===== src/rtl/dsp_sys_arr_pkg.sv =====
// dsp_sys_arr_pkg: shared types and helpers for the systolic-array stream scheduler
package dsp_sys_arr_pkg;
  localparam int SA_WORD_W = 32;
  typedef logic [SA_WORD_W-1:0] word_t;
  typedef enum logic [2:0] {IDLE, PUSH, WAIT, POP, DONE} sched_state_t;
  // Push beat p walks the shared dimension from the top: n = n_dim-1-p/ch, chunk = p%ch.
  function automatic int beat_addr(input int p, input int n_dim, input int ch);
    return (n_dim - 1 - p / ch) * ch + p % ch;
  endfunction
endpackage


===== src/rtl/sa_beat_fifo.sv =====
// sa_beat_fifo: 2-deep show-ahead beat buffer between operand banks and the array input.
//   clk_i/rst_i : clock, sync active-high reset (empties the buffer)
//   push_i/data_i : write a beat (ignored when full)
//   pop_i : drop the head beat (ignored when empty)
//   data_o : head beat, full_o/empty_o/cnt_o : occupancy
module sa_beat_fifo #(
  parameter int W = 256
) (
  input  logic         clk_i,
  input  logic         rst_i,
  input  logic         push_i,
  input  logic [W-1:0] data_i,
  input  logic         pop_i,
  output logic [W-1:0] data_o,
  output logic         full_o,
  output logic         empty_o,
  output logic [1:0]   cnt_o
);
  logic [W-1:0] mem_q [2];
  logic wr_q, rd_q;
  logic [1:0] cnt_q;
  logic push_ok, pop_ok;
  assign full_o  = cnt_q == 2'd2;
  assign empty_o = cnt_q == 2'd0;
  assign cnt_o   = cnt_q;
  assign data_o  = mem_q[rd_q];
  assign push_ok = push_i && !full_o;
  assign pop_ok  = pop_i && !empty_o;
  always_ff @(posedge clk_i) begin
    if (push_ok) mem_q[wr_q] <= data_i;
  end
  always_ff @(posedge clk_i) begin
    if (rst_i) begin
      wr_q  <= 1'b0;
      rd_q  <= 1'b0;
      cnt_q <= 2'd0;
    end else begin
      wr_q  <= wr_q ^ push_ok;
      rd_q  <= rd_q ^ pop_ok;
      cnt_q <= cnt_q + 2'(push_ok) - 2'(pop_ok);
    end
  end
endmodule


===== src/rtl/sa_stream_sched.sv =====
// sa_stream_sched: feeds the systolic array input stream from A/B banks and drains results to C bank.
//   CLK/RST : clock, sync active-high reset (aborts a job without done)
//   start/busy/done : job handshake; cycles : busy-cycle count of the last job
//   a_/b_rd_* : operand bank reads (data one cycle after strobe)
//   in_stream/in_valid/in_ready : beats to the array, lanes 2i = A word i, 2i+1 = B word i
//   out_stream/out_valid/out_ready : results from the array
//   c_wr_* : result bank writes (pass-through of out_stream)
//   stall_cycles : present only with SA_SCHED_STALL_CNT_EN defined
module sa_stream_sched import dsp_sys_arr_pkg::*; #(
  parameter  int BW      = 8,
  parameter  int M       = 4,
  parameter  int N       = 4,
  parameter  int K       = M,
  parameter  int WORD_W  = SA_WORD_W,
  localparam int CH      = M / (BW / 2),
  localparam int P_BEATS = N * CH,
  localparam int Q_BEATS = (K / 2) * CH,
  localparam int AW      = (P_BEATS > 1) ? $clog2(P_BEATS) : 1,
  localparam int CW      = (Q_BEATS > 1) ? $clog2(Q_BEATS) : 1,
  localparam int HW      = (BW / 2) * WORD_W,
  localparam int LW      = BW * WORD_W
) (
  input  logic          CLK,
  input  logic          RST,
  input  logic          start,
  output logic          busy,
  output logic          done,
  output logic          a_rd_en,
  output logic [AW-1:0] a_rd_addr,
  input  logic [HW-1:0] a_rd_data,
  output logic          b_rd_en,
  output logic [AW-1:0] b_rd_addr,
  input  logic [HW-1:0] b_rd_data,
  output logic [LW-1:0] in_stream,
  output logic          in_valid,
  input  logic          in_ready,
  input  logic [LW-1:0] out_stream,
  input  logic          out_valid,
  output logic          out_ready,
  output logic          c_wr_en,
  output logic [CW-1:0] c_wr_addr,
  output logic [LW-1:0] c_wr_data,
  output logic [31:0]   cycles
`ifdef SA_SCHED_STALL_CNT_EN
  ,
  output logic [31:0]   stall_cycles
`endif
);
  typedef logic [AW:0] rcnt_t;
  localparam rcnt_t P_TOT = rcnt_t'(P_BEATS);
  localparam rcnt_t P_LAST = rcnt_t'(P_BEATS - 1);
  localparam logic [CW-1:0] Q_LAST = CW'(Q_BEATS - 1);
  sched_state_t state_q, state_d;
  rcnt_t rd_cnt_q, acc_cnt_q;
  logic [CW-1:0] wr_cnt_q;
  logic inflight_q;
  logic [31:0] cycles_q;
  logic [LW-1:0] f_din, f_head;
  logic f_full, f_empty;
  logic [1:0] f_cnt;
  logic [2:0] credit;
  logic start_acc, issue, pop, wr, last_wr;
  logic [AW-1:0] addr;
  for (genvar i = 0; i < BW / 2; i++) begin : g_lane
    assign f_din[2*i*WORD_W +: WORD_W]     = a_rd_data[i*WORD_W +: WORD_W];
    assign f_din[(2*i+1)*WORD_W +: WORD_W] = b_rd_data[i*WORD_W +: WORD_W];
  end
  sa_beat_fifo #(.W(LW)) u_fifo (
    .clk_i  (CLK),
    .rst_i  (RST),
    .push_i (inflight_q),
    .data_i (f_din),
    .pop_i  (pop),
    .data_o (f_head),
    .full_o (f_full),
    .empty_o(f_empty),
    .cnt_o  (f_cnt)
  );
  assign start_acc = state_q == IDLE && start;
  assign in_valid  = state_q == PUSH && !f_empty;
  assign pop       = in_valid && in_ready;
  // A beat leaving this cycle frees its slot, so the credit allows back-to-back beats.
  assign credit    = {1'b0, f_cnt} + {2'b0, inflight_q};
  assign issue     = state_q == PUSH && rd_cnt_q < P_TOT && !f_full && credit < ({2'b0, pop} + 3'd2);
  assign addr      = AW'(beat_addr(int'(rd_cnt_q), N, CH));
  assign wr        = out_ready && out_valid;
  assign last_wr   = wr && wr_cnt_q == Q_LAST;
  always_comb begin
    state_d = state_q;
    case (state_q)
      IDLE:    state_d = start ? PUSH : IDLE;
      PUSH:    state_d = (pop && acc_cnt_q == P_LAST) ? WAIT : PUSH;
      WAIT:    state_d = wr ? (last_wr ? DONE : POP) : WAIT;
      POP:     state_d = last_wr ? DONE : POP;
      DONE:    state_d = IDLE;
      default: state_d = IDLE;
    endcase
  end
  always_comb begin
    busy      = state_q == PUSH || state_q == WAIT || state_q == POP;
    done      = state_q == DONE;
    out_ready = state_q == WAIT || state_q == POP;
    a_rd_en   = issue;
    b_rd_en   = issue;
    a_rd_addr = issue ? addr : '0;
    b_rd_addr = issue ? addr : '0;
    in_stream = in_valid ? f_head : '0;
    c_wr_en   = wr;
    c_wr_addr = wr ? wr_cnt_q : '0;
    c_wr_data = wr ? out_stream : '0;
    cycles    = cycles_q;
  end
  always_ff @(posedge CLK) begin
    if (RST) begin
      state_q    <= IDLE;
      rd_cnt_q   <= '0;
      acc_cnt_q  <= '0;
      wr_cnt_q   <= '0;
      inflight_q <= 1'b0;
      cycles_q   <= '0;
    end else begin
      state_q    <= state_d;
      inflight_q <= issue;
      rd_cnt_q   <= start_acc ? '0 : rd_cnt_q + rcnt_t'(issue);
      acc_cnt_q  <= start_acc ? '0 : acc_cnt_q + rcnt_t'(pop);
      wr_cnt_q   <= start_acc ? '0 : wr_cnt_q + CW'(wr);
      cycles_q   <= start_acc ? '0 : cycles_q + 32'(busy);
    end
  end
`ifdef SA_SCHED_STALL_CNT_EN
  logic [31:0] stall_q;
  logic stall;
  assign stall = (state_q == PUSH && in_valid && !in_ready) || (state_q == POP && !out_valid);
  assign stall_cycles = stall_q;
  always_ff @(posedge CLK) begin
    if (RST) stall_q <= '0;
    else stall_q <= start_acc ? '0 : stall_q + 32'(stall);
  end
`endif
endmodule


===== config.mk =====
export PLATFORM = sky130hd
export DESIGN_NAME = sa_stream_sched
export DESIGN_NICKNAME = d
export VERILOG_FILES = /design/src/rtl/dsp_sys_arr_pkg.sv /design/src/rtl/sa_beat_fifo.sv /design/src/rtl/sa_stream_sched.sv
export SDC_FILE = /design/constraint.sdc
export NUM_CORES = 1
export LEC_CHECK = 0
export ABC_AREA = 0
export BUFFER_PORTS_ARGS = -buffer_cell sky130_fd_sc_hd__buf_2
export CAP_MARGIN = 30
export CORE_AREA = 3 3 418 420
export DETAILED_ROUTE_END_ITERATION = 7
export DIE_AREA = 0 0 421 423
export PLACE_DENSITY = 0.34
export REMOVE_ABC_BUFFERS = 1
export SETUP_SLACK_MARGIN = 0.3
export SLEW_MARGIN = 5
export SYNTH_ARGS = -nofsm -noshare
export SYNTH_HDL_FRONTEND = slang
export SYNTH_SLANG_ARGS = --single-unit

===== constraint.sdc =====
create_clock -name CLK -period 9.5 [get_ports CLK]
set_input_delay 1.425 -clock CLK [delete_from_list [all_inputs] [get_ports CLK]]
set_output_delay 1.425 -clock CLK [all_outputs]
set_load 0.02 [all_outputs]

==> results of run 1 <==
-- layout by cell type, fill, tap and decap left out, types with 3 or more instances in the layout --
| cell | instances |
|---|---|
| and4_1 | 3 |
| nand3_1 | 12 |
| or3_1 | 11 |
| o21ai_0 | 14 |
| clkinv_4 | 4 |
| nor3_1 | 5 |
| bufinv_16 | 4 |
| buf_4 | 16 |
| edfxtp_1 | 512 |
| inv_1 | 14 |
| o31ai_1 | 7 |
| nor2_1 | 283 |
| diode_2 | 62 |
| clkinv_1 | 9 |
| and2_1 | 9 |
| clkbuf_1 | 25 |
| clkbuf_16 | 77 |
| nor4_1 | 6 |
| buf_2 | 1071 |
| nand2_1 | 12 |
| nand4_1 | 6 |
| ha_1 | 14 |
| a21oi_1 | 20 |
| mux2i_1 | 257 |
| or4_1 | 8 |
| xnor2_1 | 13 |
| buf_12 | 5 |
| clkinv_2 | 5 |
| and3_1 | 257 |
| dfxtp_1 | 46 |
| xor2_1 | 3 |
-- tightest hold or removal path, cell delays in order (launching register included) --
cell and delay (ns):
dfxtp_1 0.31, o31ai_1 0.07, a21oi_1 0.06
-- cell families after synthesis --
kind of cell / share of synthesized area
AOI/OAI and AO/OA: 0.00980
DFF: 0.702
adders and majority gates: 0.00862
xor gates and xnor gates: 0.00603
and+or+nand+nor: 0.137
buffers and inverters: 0.0244
muxes: 0.112
-- per-layer routing --
metal  routed length (µm)  share of wire  up-vias
met5                  129        0.00081        -
met3                 6690          0.042      378
met2                93000           0.59      861
met4                 7610          0.048       18
met1                51100           0.32     9320
li1                     -              -     8291
-- power by group --
group	internal [W]	switching [W]
registers	0.00280	0.0000253
logic	0.000201	0.000461
clock network	0.00162	0.00116
-- through the flow --
step	setup slack [ns]	instance area (µm²)	utilization
floorplan	-1.91	22700	-
global placement	4.43	31200	0.182
detailed placement	4.44	31200	0.182
CTS	4.43	33600	0.196
global route	4.35	33800	0.197
finish	4.49	33800	0.197
-- layout make-up --
class / instances / area share
antenna: 62 / 0.00459
clock buffer: 103 / 0.0602
clock inverter: 30 / 0.0102
inverter: 14 / 0.00155
multi-input combinational: 956 / 0.189
sequential: 559 / 0.483
tap: 2310 / 0.0855
timing repair buffer: 1094 / 0.166
-- state kept, by name, summed over array words and instances, names as in the netlist --
signal,flops
inflight_q,1
state_q,3
cycles,32
u_fifo.cnt_o,2
rd_cnt_q,3
u_fifo.mem_q,512
acc_cnt_q,3
u_fifo.wr_q,1
u_fifo.rd_q,1
wr_cnt_q,1
-- final timing paths --
check,start,end,cells after the start
setup / recovery,u_fifo.rd_q,in_stream[38],5
hold / removal,cycles[31],cycles[31],2
setup reg to reg,state_q[1],cycles[28],8
hold reg to reg,cycles[31],cycles[31],2
==> impl_metrics.env, run 1 <==
export IMPL_status="completed"
export IMPL_endpoint_kind="output port"
export IMPL_design_core_area_um2=171000
export IMPL_std_cell_rows=152
export IMPL_hpwlAfterDp_mm=129
export IMPL_layout_nets=3234
export IMPL_drtIter0Drc=1087
export IMPL_grtUsageMet3=0.0313
export IMPL_fp_dieArea_um2=178000
export IMPL_wirelength_mm=158
export IMPL_crit_path_max_incr_delay_ns=0.74
export IMPL_clock_sinks=559
export IMPL_rrSetupSlack_ns=6.24
export IMPL_cpMaxStageDelayCell="dfxtp_4"
export IMPL_power_leakage_nw=14.3
export IMPL_synth_top_area_frac=0.662
export IMPL_final_layout_size_suffix_gt1_frac=0.437
export IMPL_seq_area_um2=16300
export IMPL_period_needed_ns=5.01
export IMPL_use_met2=0.358
export IMPL_async_flop_share=0
export IMPL_initial_core_util=0.136
export IMPL_hold_viol=0
export IMPL_grt_pass1_vias=18515
export IMPL_powerDensity_nw_per_um2=185
export IMPL_ys_warn_count=0
export IMPL_dieWidth_um=421
export IMPL_clock_fmax_mhz=200
export IMPL_gr_usage_met1=0.159
export IMPL_crit_arrival_ns=3.59
export IMPL_cp_start_kind="register"
export IMPL_fill_cells=18948
export IMPL_instances_no_fill=5128
export IMPL_antenna_left=0
export IMPL_ys_types=36
export IMPL_path_cells="buf_12 -> buf_4 -> mux2i_1 -> nor2_1 -> buf_2"
export IMPL_worst_pin_slew_ns=1.04
export IMPL_yosys_top_cells_count="edfxtp_1 (512), nor2_1 (283), and3_1 (257), mux2i_1 (257), clkbuf_1 (116)"
export IMPL_cts_setup_buffers=0
export IMPL_cts_max_path_buffers=3
export IMPL_io_buffers=1072
export IMPL_total_power_w=0.00626
export IMPL_die_h_um=423
export IMPL_grt_busiest_layer="met2"
export IMPL_relSlewSlack=0.306
export IMPL_synth_area_top_cells="edfxtp_1 (66%), mux2i_1 (11%), and3_1 (6.9%)"
export IMPL_clkTransAtPathRegs_ns=0.05
export IMPL_firstDrtPassIters=5
export IMPL_synth_ff_latch_count=559
export IMPL_cp_top_family="buffers and inverters"
export IMPL_post_drt_wl_per_cell_um=30.9
export IMPL_path_class="register to output port"
export IMPL_post_place_cells=4932
export IMPL_ys_seq_area_frac=0.702
export IMPL_area_growth_pct=45.5
export IMPL_grt_start_max_net_pins=147
export IMPL_slew_viol_final=0
export IMPL_min_path_type="register to register"
export IMPL_cts_buffers=76
export IMPL_synth_top_area_cell="edfxtp_1"
export IMPL_postCtsResizedCells=0
export IMPL_worstPathRequired_ns=8.08
export IMPL_avgViaCountPerCell=3.68
export IMPL_fin_crit_sh=0.527
export IMPL_post_synth_top_count_cell="edfxtp_1"
export IMPL_tritoncts="yes"
export IMPL_h_tree_depth=3
export IMPL_grt_overflow=0
export IMPL_cap_viol_max_count=0
export IMPL_hold_buffers=0
export IMPL_vias=18868
export IMPL_synthFlopType="edfxtp_1"
export IMPL_clock_latency_ns=0.69
export IMPL_vdd_ir_drop_max_mv=0.119
export IMPL_synth_area_um2=23200
export IMPL_skew_ns=0.0436
export IMPL_drc=0
export IMPL_multiInputGateArea_um2=6390
export IMPL_antenna_found_initial=169
export IMPL_postSynthAreaPerCell_um2=14.0
export IMPL_rsz0062_at_grt="no"
export IMPL_synth_edf_count=512
export IMPL_path_buf_inv=3
export IMPL_root_buffer="clkbuf_16"
export IMPL_grt_pass1_wl_mm=200
export IMPL_worstPathMaxFanout=68
export IMPL_ios=1073
export IMPL_timing_hold_ws_ns=0.483
export IMPL_grt_total_usage=0.171
export IMPL_setup_tns_ns=0
export IMPL_setup_violations=0
export IMPL_postSynthCellCount=1659
export IMPL_gp_congestion=0.981
(Power assumes the default switching activity.)
==> inputs of run 2 (changes only) <==
--- a/config.mk
+++ b/config.mk
@@ -5,13 +5,13 @@
 export SDC_FILE = /design/constraint.sdc
 export NUM_CORES = 1
 export LEC_CHECK = 0
-export ABC_AREA = 0
+export ABC_AREA = 1
 export BUFFER_PORTS_ARGS = -buffer_cell sky130_fd_sc_hd__buf_2
 export CAP_MARGIN = 30
-export CORE_AREA = 3 3 418 420
+export CORE_AREA = 3 3 414 416
 export DETAILED_ROUTE_END_ITERATION = 7
-export DIE_AREA = 0 0 421 423
-export PLACE_DENSITY = 0.34
+export DIE_AREA = 0 0 417 419
+export PLACE_DENSITY = 0.36
 export REMOVE_ABC_BUFFERS = 1
 export SETUP_SLACK_MARGIN = 0.3
 export SLEW_MARGIN = 5
==> constraint.sdc (replaced) <==
create_clock -name CLK -period 5.3 [get_ports CLK]
set_input_delay 0.795 -clock CLK [delete_from_list [all_inputs] [get_ports CLK]]
set_output_delay 0.795 -clock CLK [all_outputs]
set_load 0.02 [all_outputs]
==> impl_metrics.env, run 2 <==
export IMPL_synth_ff_latch_count=559
export IMPL_fp_dieArea_um2=175000
export IMPL_total_power_w=0.0107
export IMPL_max_flop_register="u_fifo.mem_q"
export IMPL_post_synth_top_count_cell="nand2_1"
export IMPL_hold_buffers=0
export IMPL_post_drt_wl_per_cell_um=23.4
export IMPL_grt_total_usage=0.143
export IMPL_skew_ns=0.0327
export IMPL_fin_crit_sh=0.724
export IMPL_worstPathRequired_ns=4.51
export IMPL_yosys_top_cells_count="nand2_1 (609), edfxtp_1 (512), nor2_1 (331)"
export IMPL_period_needed_ns=3.84
export IMPL_cts_max_path_buffers=3
export IMPL_drtIter0Drc=817
export IMPL_min_path_type="input port to register"
export IMPL_root_buffer="clkbuf_16"
export IMPL_vias=20340
export IMPL_final_layout_size_suffix_gt1_frac=0.428
export IMPL_status="completed"
export IMPL_synth_top_area_cell="edfxtp_1"
export IMPL_ys_warn_count=0
export IMPL_setup_tns_ns=0
export IMPL_path_buf_inv=4
export IMPL_synth_area_top_cells="edfxtp_1 (62%), nand2_1 (9.3%), a21oi_2 (8.5%)"
export IMPL_dieWidth_um=417
export IMPL_grt_start_max_net_pins=137
export IMPL_avgViaCountPerCell=3.61
export IMPL_powerDensity_nw_per_um2=308
export IMPL_hpwlAfterDp_mm=102
export IMPL_antenna_left=0
export IMPL_design_core_area_um2=168000
export IMPL_worstPathMaxFanout=93
export IMPL_h_tree_depth=3
export IMPL_crit_path_max_incr_delay_ns=0.46
export IMPL_grt_pass1_wl_mm=171
export IMPL_cts_setup_buffers=0
export IMPL_instances_no_fill=5629
export IMPL_cp_top_family="buffers and inverters"
export IMPL_largest_reg_flops=512
export IMPL_firstDrtPassIters=5
export IMPL_grt_pass1_vias=19958
export IMPL_synth_area_um2=24700
export IMPL_antenna_found_initial=95
export IMPL_postSynthCellCount=2287
export IMPL_crit_arrival_ns=3.04
export IMPL_cp_start_kind="register"
export IMPL_path_class="register to output port"
export IMPL_initial_core_util=0.147
export IMPL_wirelength_mm=132
export IMPL_cap_viol_max_count=0
export IMPL_cpMaxStageDelayCell="buf_12"
export IMPL_postCtsResizedCells=0
export IMPL_mostFrequentLayoutCells="buf_2 (1072), nand2_1 (608), edfxtp_1 (512)"
export IMPL_rsz0062_at_grt="no"
export IMPL_cts_buffers=73
export IMPL_path_cells="inv_1 -> nand3_2 -> a21oi_4 -> inv_12 -> buf_12 -> a21oi_1 -> buf_2"
export IMPL_hold_viol=0
export IMPL_area_growth_pct=41.0
export IMPL_slew_viol_final=0
export IMPL_final_common_cell="buf_2"
export IMPL_power_leakage_nw=15.4
export IMPL_ys_types=34
export IMPL_relSlewSlack=0.326
export IMPL_async_flop_share=0
export IMPL_ys_seq_area_frac=0.661
export IMPL_synth_top_area_frac=0.623
export IMPL_die_h_um=419
export IMPL_layout_nets=3875
export IMPL_synthFlopType="edfxtp_1"
export IMPL_clkTransAtPathRegs_ns=0.06
export IMPL_tritoncts="yes"
export IMPL_post_place_cells=5471
export IMPL_synth_edf_count=512
export IMPL_gp_congestion=0.908
export IMPL_clock_sinks=559
export IMPL_grt_overflow=0
export IMPL_endpoint_kind="output port"
export IMPL_vdd_ir_drop_max_mv=0.271
export IMPL_drc=0
export IMPL_setup_violations=0
export IMPL_io_buffers=1072
export IMPL_worst_pin_slew_ns=1.01
export IMPL_clock_fmax_mhz=261
export IMPL_fill_cells=18581
export IMPL_std_cell_rows=150
export IMPL_clock_latency_ns=0.64
export IMPL_ios=1073
export IMPL_postSynthAreaPerCell_um2=10.8
## run 2: final cells by class
| class | count | area (µm²) | area share |
|---|---|---|---|
| antenna | 33 | 82.6 | 0.00237 |
| clock buffer | 88 | 1900 | 0.0547 |
| clock inverter | 37 | 393 | 0.0113 |
| inverter | 312 | 1190 | 0.0342 |
| multi-input combinational | 1296 | 6430 | 0.185 |
| sequential | 559 | 16300 | 0.469 |
| tap | 2204 | 2760 | 0.0792 |
| timing repair buffer | 1100 | 5750 | 0.165 |
## run 2: cells by family after synthesis
family                     synth area share
AOI/OAI and AO/OA                    0.0984
xor gates and xnor gates            0.00177
adders and majority gates           0.00811
buffers and inverters                0.0800
DFF                                   0.661
and+or+nand+nor                       0.151
## run 2: metal layers
metal,up-vias,part of all wire,global-route usage
li1,9544,-,-
met5,-,0.0011,0
met2,847,0.55,0.281
met1,9621,0.30,0.118
met3,304,0.070,0.0460
met4,24,0.079,0.104
## run 2: power breakdown
part	total (W)	switching, W	internal [W]
Clock	0.00480	0.00194	0.00286
Sequential	0.00500	0.0000316	0.00497
Combinational	0.000942	0.000657	0.000286
Total	0.0107	0.00263	0.00811
## run 2: worst paths after layout
check / slack [ns] / start / depth (start not counted) / endpoint
setup / recovery: 1.46 / state_q[2] / 7 / in_stream[14]
hold / removal: 0.34 / a_rd_data[125] / 1 / u_fifo.mem_q[0][221]
setup reg to reg: 2.63 / u_fifo.cnt_o[1] / 5 / u_fifo.mem_q[1][178]
hold reg to reg: 0.47 / cycles[31] / 2 / cycles[31]
## run 2: worst register-to-register path, stage by stage (launching register included)
cell	delay (ns)
dfxtp_1	0.32
inv_1	0.16
nor2_1	0.08
nor2_1	0.35
ha_4	0.71
buf_12	0.51
## run 2: per-stage QoR
| stage | utilization | instance area [µm²] | hold slack, ns | worst slack, ns |
|---|---|---|---|---|
| global route | 0.208 | 34800 | 0.269 | 1.35 |
| global placement | 0.193 | 32400 | 0.468 | 1.90 |
| CTS | 0.207 | 34700 | 0.248 | 1.40 |
| finish | 0.208 | 34800 | 0.339 | 1.46 |
| floorplan | - | 23900 | 0.491 | -6.33 |
| detailed placement | 0.194 | 32400 | 0.471 | 2.03 |
==> inputs of run 3 (changes only) <==
--- a/config.mk
+++ b/config.mk
@@ -8,10 +8,10 @@
 export ABC_AREA = 1
 export BUFFER_PORTS_ARGS = -buffer_cell sky130_fd_sc_hd__buf_2
 export CAP_MARGIN = 30
-export CORE_AREA = 3 3 414 416
+export CORE_AREA = 3 3 412 414
 export DETAILED_ROUTE_END_ITERATION = 7
-export DIE_AREA = 0 0 417 419
-export PLACE_DENSITY = 0.36
+export DIE_AREA = 0 0 415 417
+export PLACE_DENSITY = 0.37
 export REMOVE_ABC_BUFFERS = 1
 export SETUP_SLACK_MARGIN = 0.3
 export SLEW_MARGIN = 5
==> constraint.sdc (replaced) <==
create_clock -name CLK -period 3.3 [get_ports CLK]
set_input_delay 0.495 -clock CLK [delete_from_list [all_inputs] [get_ports CLK]]
set_output_delay 0.495 -clock CLK [all_outputs]
set_load 0.02 [all_outputs]
==> impl_metrics.env, run 3 (synthesis gave the netlist of run 2 again) <==
export IMPL_status="completed"
export IMPL_crit_arrival_ns=2.38
export IMPL_mostFrequentLayoutCells="buf_2 (1071), nand2_1 (608), edfxtp_1 (512)"
export IMPL_wirelength_mm=140
export IMPL_max_flop_register="u_fifo.mem_q"
export IMPL_avgViaCountPerCell=3.64
export IMPL_io_buffers=1072
export IMPL_dpl_worst_slack_ns=0.771
export IMPL_rsz0062_at_grt="no"
export IMPL_grt_pass1_wl_mm=184
export IMPL_hold_viol=0
export IMPL_vias=21552
export IMPL_gp_congestion=0.928
export IMPL_min_path_type="input port to register"
export IMPL_hpwlAfterDp_mm=109
export IMPL_fin_ws_ns=0.425
export IMPL_clkTransAtPathRegs_ns=0.06
export IMPL_fp_dieArea_um2=173000
export IMPL_clock_fmax_mhz=348
export IMPL_powerDensity_nw_per_um2=456
export IMPL_antenna_left=0
export IMPL_cap_viol_max_count=0
export IMPL_std_cell_rows=150
export IMPL_antenna_found_initial=19
export IMPL_path_class="register to output port"
export IMPL_swShare=0.254
export IMPL_largest_reg_flops=512
export IMPL_clock_latency_ns=0.66
export IMPL_p_seq_frac=0.459
export IMPL_cp_start_kind="register"
export IMPL_skew_ns=0.0395
export IMPL_cts_max_path_buffers=3
export IMPL_fill_cells=18374
export IMPL_crit_path_max_incr_delay_ns=0.32
export IMPL_h_tree_depth=3
export IMPL_slew_viol_final=0
export IMPL_power_leakage_nw=16.9
export IMPL_post_drt_wl_per_cell_um=23.6
export IMPL_cpMaxStageDelayCell="dfxtp_1"
export IMPL_clkPwrFrac=0.430
export IMPL_worstPathMaxFanout=21
export IMPL_final_common_cell="buf_2"
export IMPL_root_buffer="clkbuf_16"
export IMPL_grt_overflow=0
export IMPL_clock_sinks=559
export IMPL_p_comb_frac=0.111
export IMPL_design_core_area_um2=167000
export IMPL_relSlewSlack=0.513
export IMPL_path_cells="inv_2 -> nand3_2 -> a21oi_4 -> buf_12 -> inv_12 -> clkbuf_16 -> a21oi_1 -> buf_2"
export IMPL_setup_violations=0
export IMPL_cts_buffers=71
export IMPL_ios=1073
export IMPL_area_growth_pct=55.1
export IMPL_initial_core_util=0.148
export IMPL_fin_crit_sh=0.871
export IMPL_die_h_um=417
export IMPL_final_layout_size_suffix_gt1_frac=0.411
export IMPL_worst_pin_slew_ns=0.730
export IMPL_drc=0
export IMPL_period_needed_ns=2.88
export IMPL_worstPathRequired_ns=2.80
export IMPL_grt_pass1_vias=22933
export IMPL_endpoint_kind="output port"
export IMPL_dieWidth_um=415
export IMPL_grt_start_max_net_pins=89
export IMPL_layout_nets=4188
export IMPL_drtIter0Drc=879
export IMPL_tritoncts="yes"
export IMPL_total_power_w=0.0175
export IMPL_grt_total_usage=0.153
export IMPL_vdd_ir_drop_max_mv=0.400
export IMPL_p_sw_w=0.00443
export IMPL_firstDrtPassIters=5
export IMPL_p_int_w=0.0130
-- run 3: cell types whose count changed in the layout (fill, tap and decap cells not counted), sizes merged --
| cell | delta |
|---|---|
| dlygate4sd3 | +251 |
| buf | +50 |
| diode | -23 |
| clkinv | +11 |
| clkbuf | +10 |
| bufinv | -3 |
| bufbuf | +2 |
| clkinvlp | +1 |
| inv | -1 |
-- run 3: cell type report --
class | count | area (µm²) | area share
Clock buffer | 90 | 1870 | 0.0488
Multi-Input combinational cell | 1296 | 6450 | 0.169
Inverter | 312 | 1200 | 0.0313
Clock inverter | 41 | 402 | 0.0105
Timing Repair Buffer | 1411 | 9220 | 0.241
Tap cell | 2204 | 2760 | 0.0720
Antenna cell | 10 | 25.0 | 0.000653
Sequential cell | 559 | 16300 | 0.426
Timing Repair inverter | 4 | 50.0 | 0.00131
-- run 3: metal layers --
metal  share of wire  GRT usage  wire, µm  vias to the layer above
met1            0.29      0.124     41300                    10348
met3           0.070     0.0491      9800                      229
met4           0.085      0.115     11900                        8
met2            0.55      0.301     77000                      807
li1                -          -         -                    10160
met5         0.00034          0        48                        -
-- run 3: through the flow --
step	utilization	area, µm²	instances	hold slack [ns]	TNS (ns)
2_1_floorplan	-	23900	2167	0.491	-4725.05
3_3_place_gp	0.197	32800	5503	0.470	0
3_5_place_dp	0.197	32800	5503	0.481	0
4_1_cts	0.228	38000	5903	0.000683	0
5_1_grt	0.230	38300	5923	0.0251	0
6_report	0.230	38300	5927	0.0737	0
-- run 3: repair_timing --
item	CTS	global route
hold endpoints to repair	501	0
setup endpoints to repair	300	144
buffers inserted	9	1
cloned	9	13
pin swaps	1	0
hold buffers	251	0
gates resized for setup	22	9
-- run 3: power by group through the flow --
stage                     Sequential, W  Clock (W)  Combinational, W
final                           0.00802    0.00752           0.00194
after global routing            0.00803    0.00809           0.00208
after floorplan                 0.00824          0          0.000644
after global placement          0.00817          0           0.00159
after detailed placement        0.00817          0           0.00159
after CTS                       0.00802    0.00782           0.00194
-- run 3: path summary, 6_finish.rpt --
kind / startpoint / to / slack [ns] / cells after the start
max: state_q[2] / in_stream[3] / 0.42 / 8
min: a_rd_data[93] / u_fifo.mem_q[1][157] / 0.07 / 1
max reg2reg: u_fifo.cnt_o[1] / u_fifo.mem_q[0][236] / 0.93 / 5
min reg2reg: cycles[31] / cycles[31] / 0.50 / 2
-- run 3: critical path, delay by kind of cell (launching register included) --
kind	cells	cell delay, ns
buf+inv	5	0.80
flops	1	0.32
compound gates	2	0.28
simple gates	1	0.13
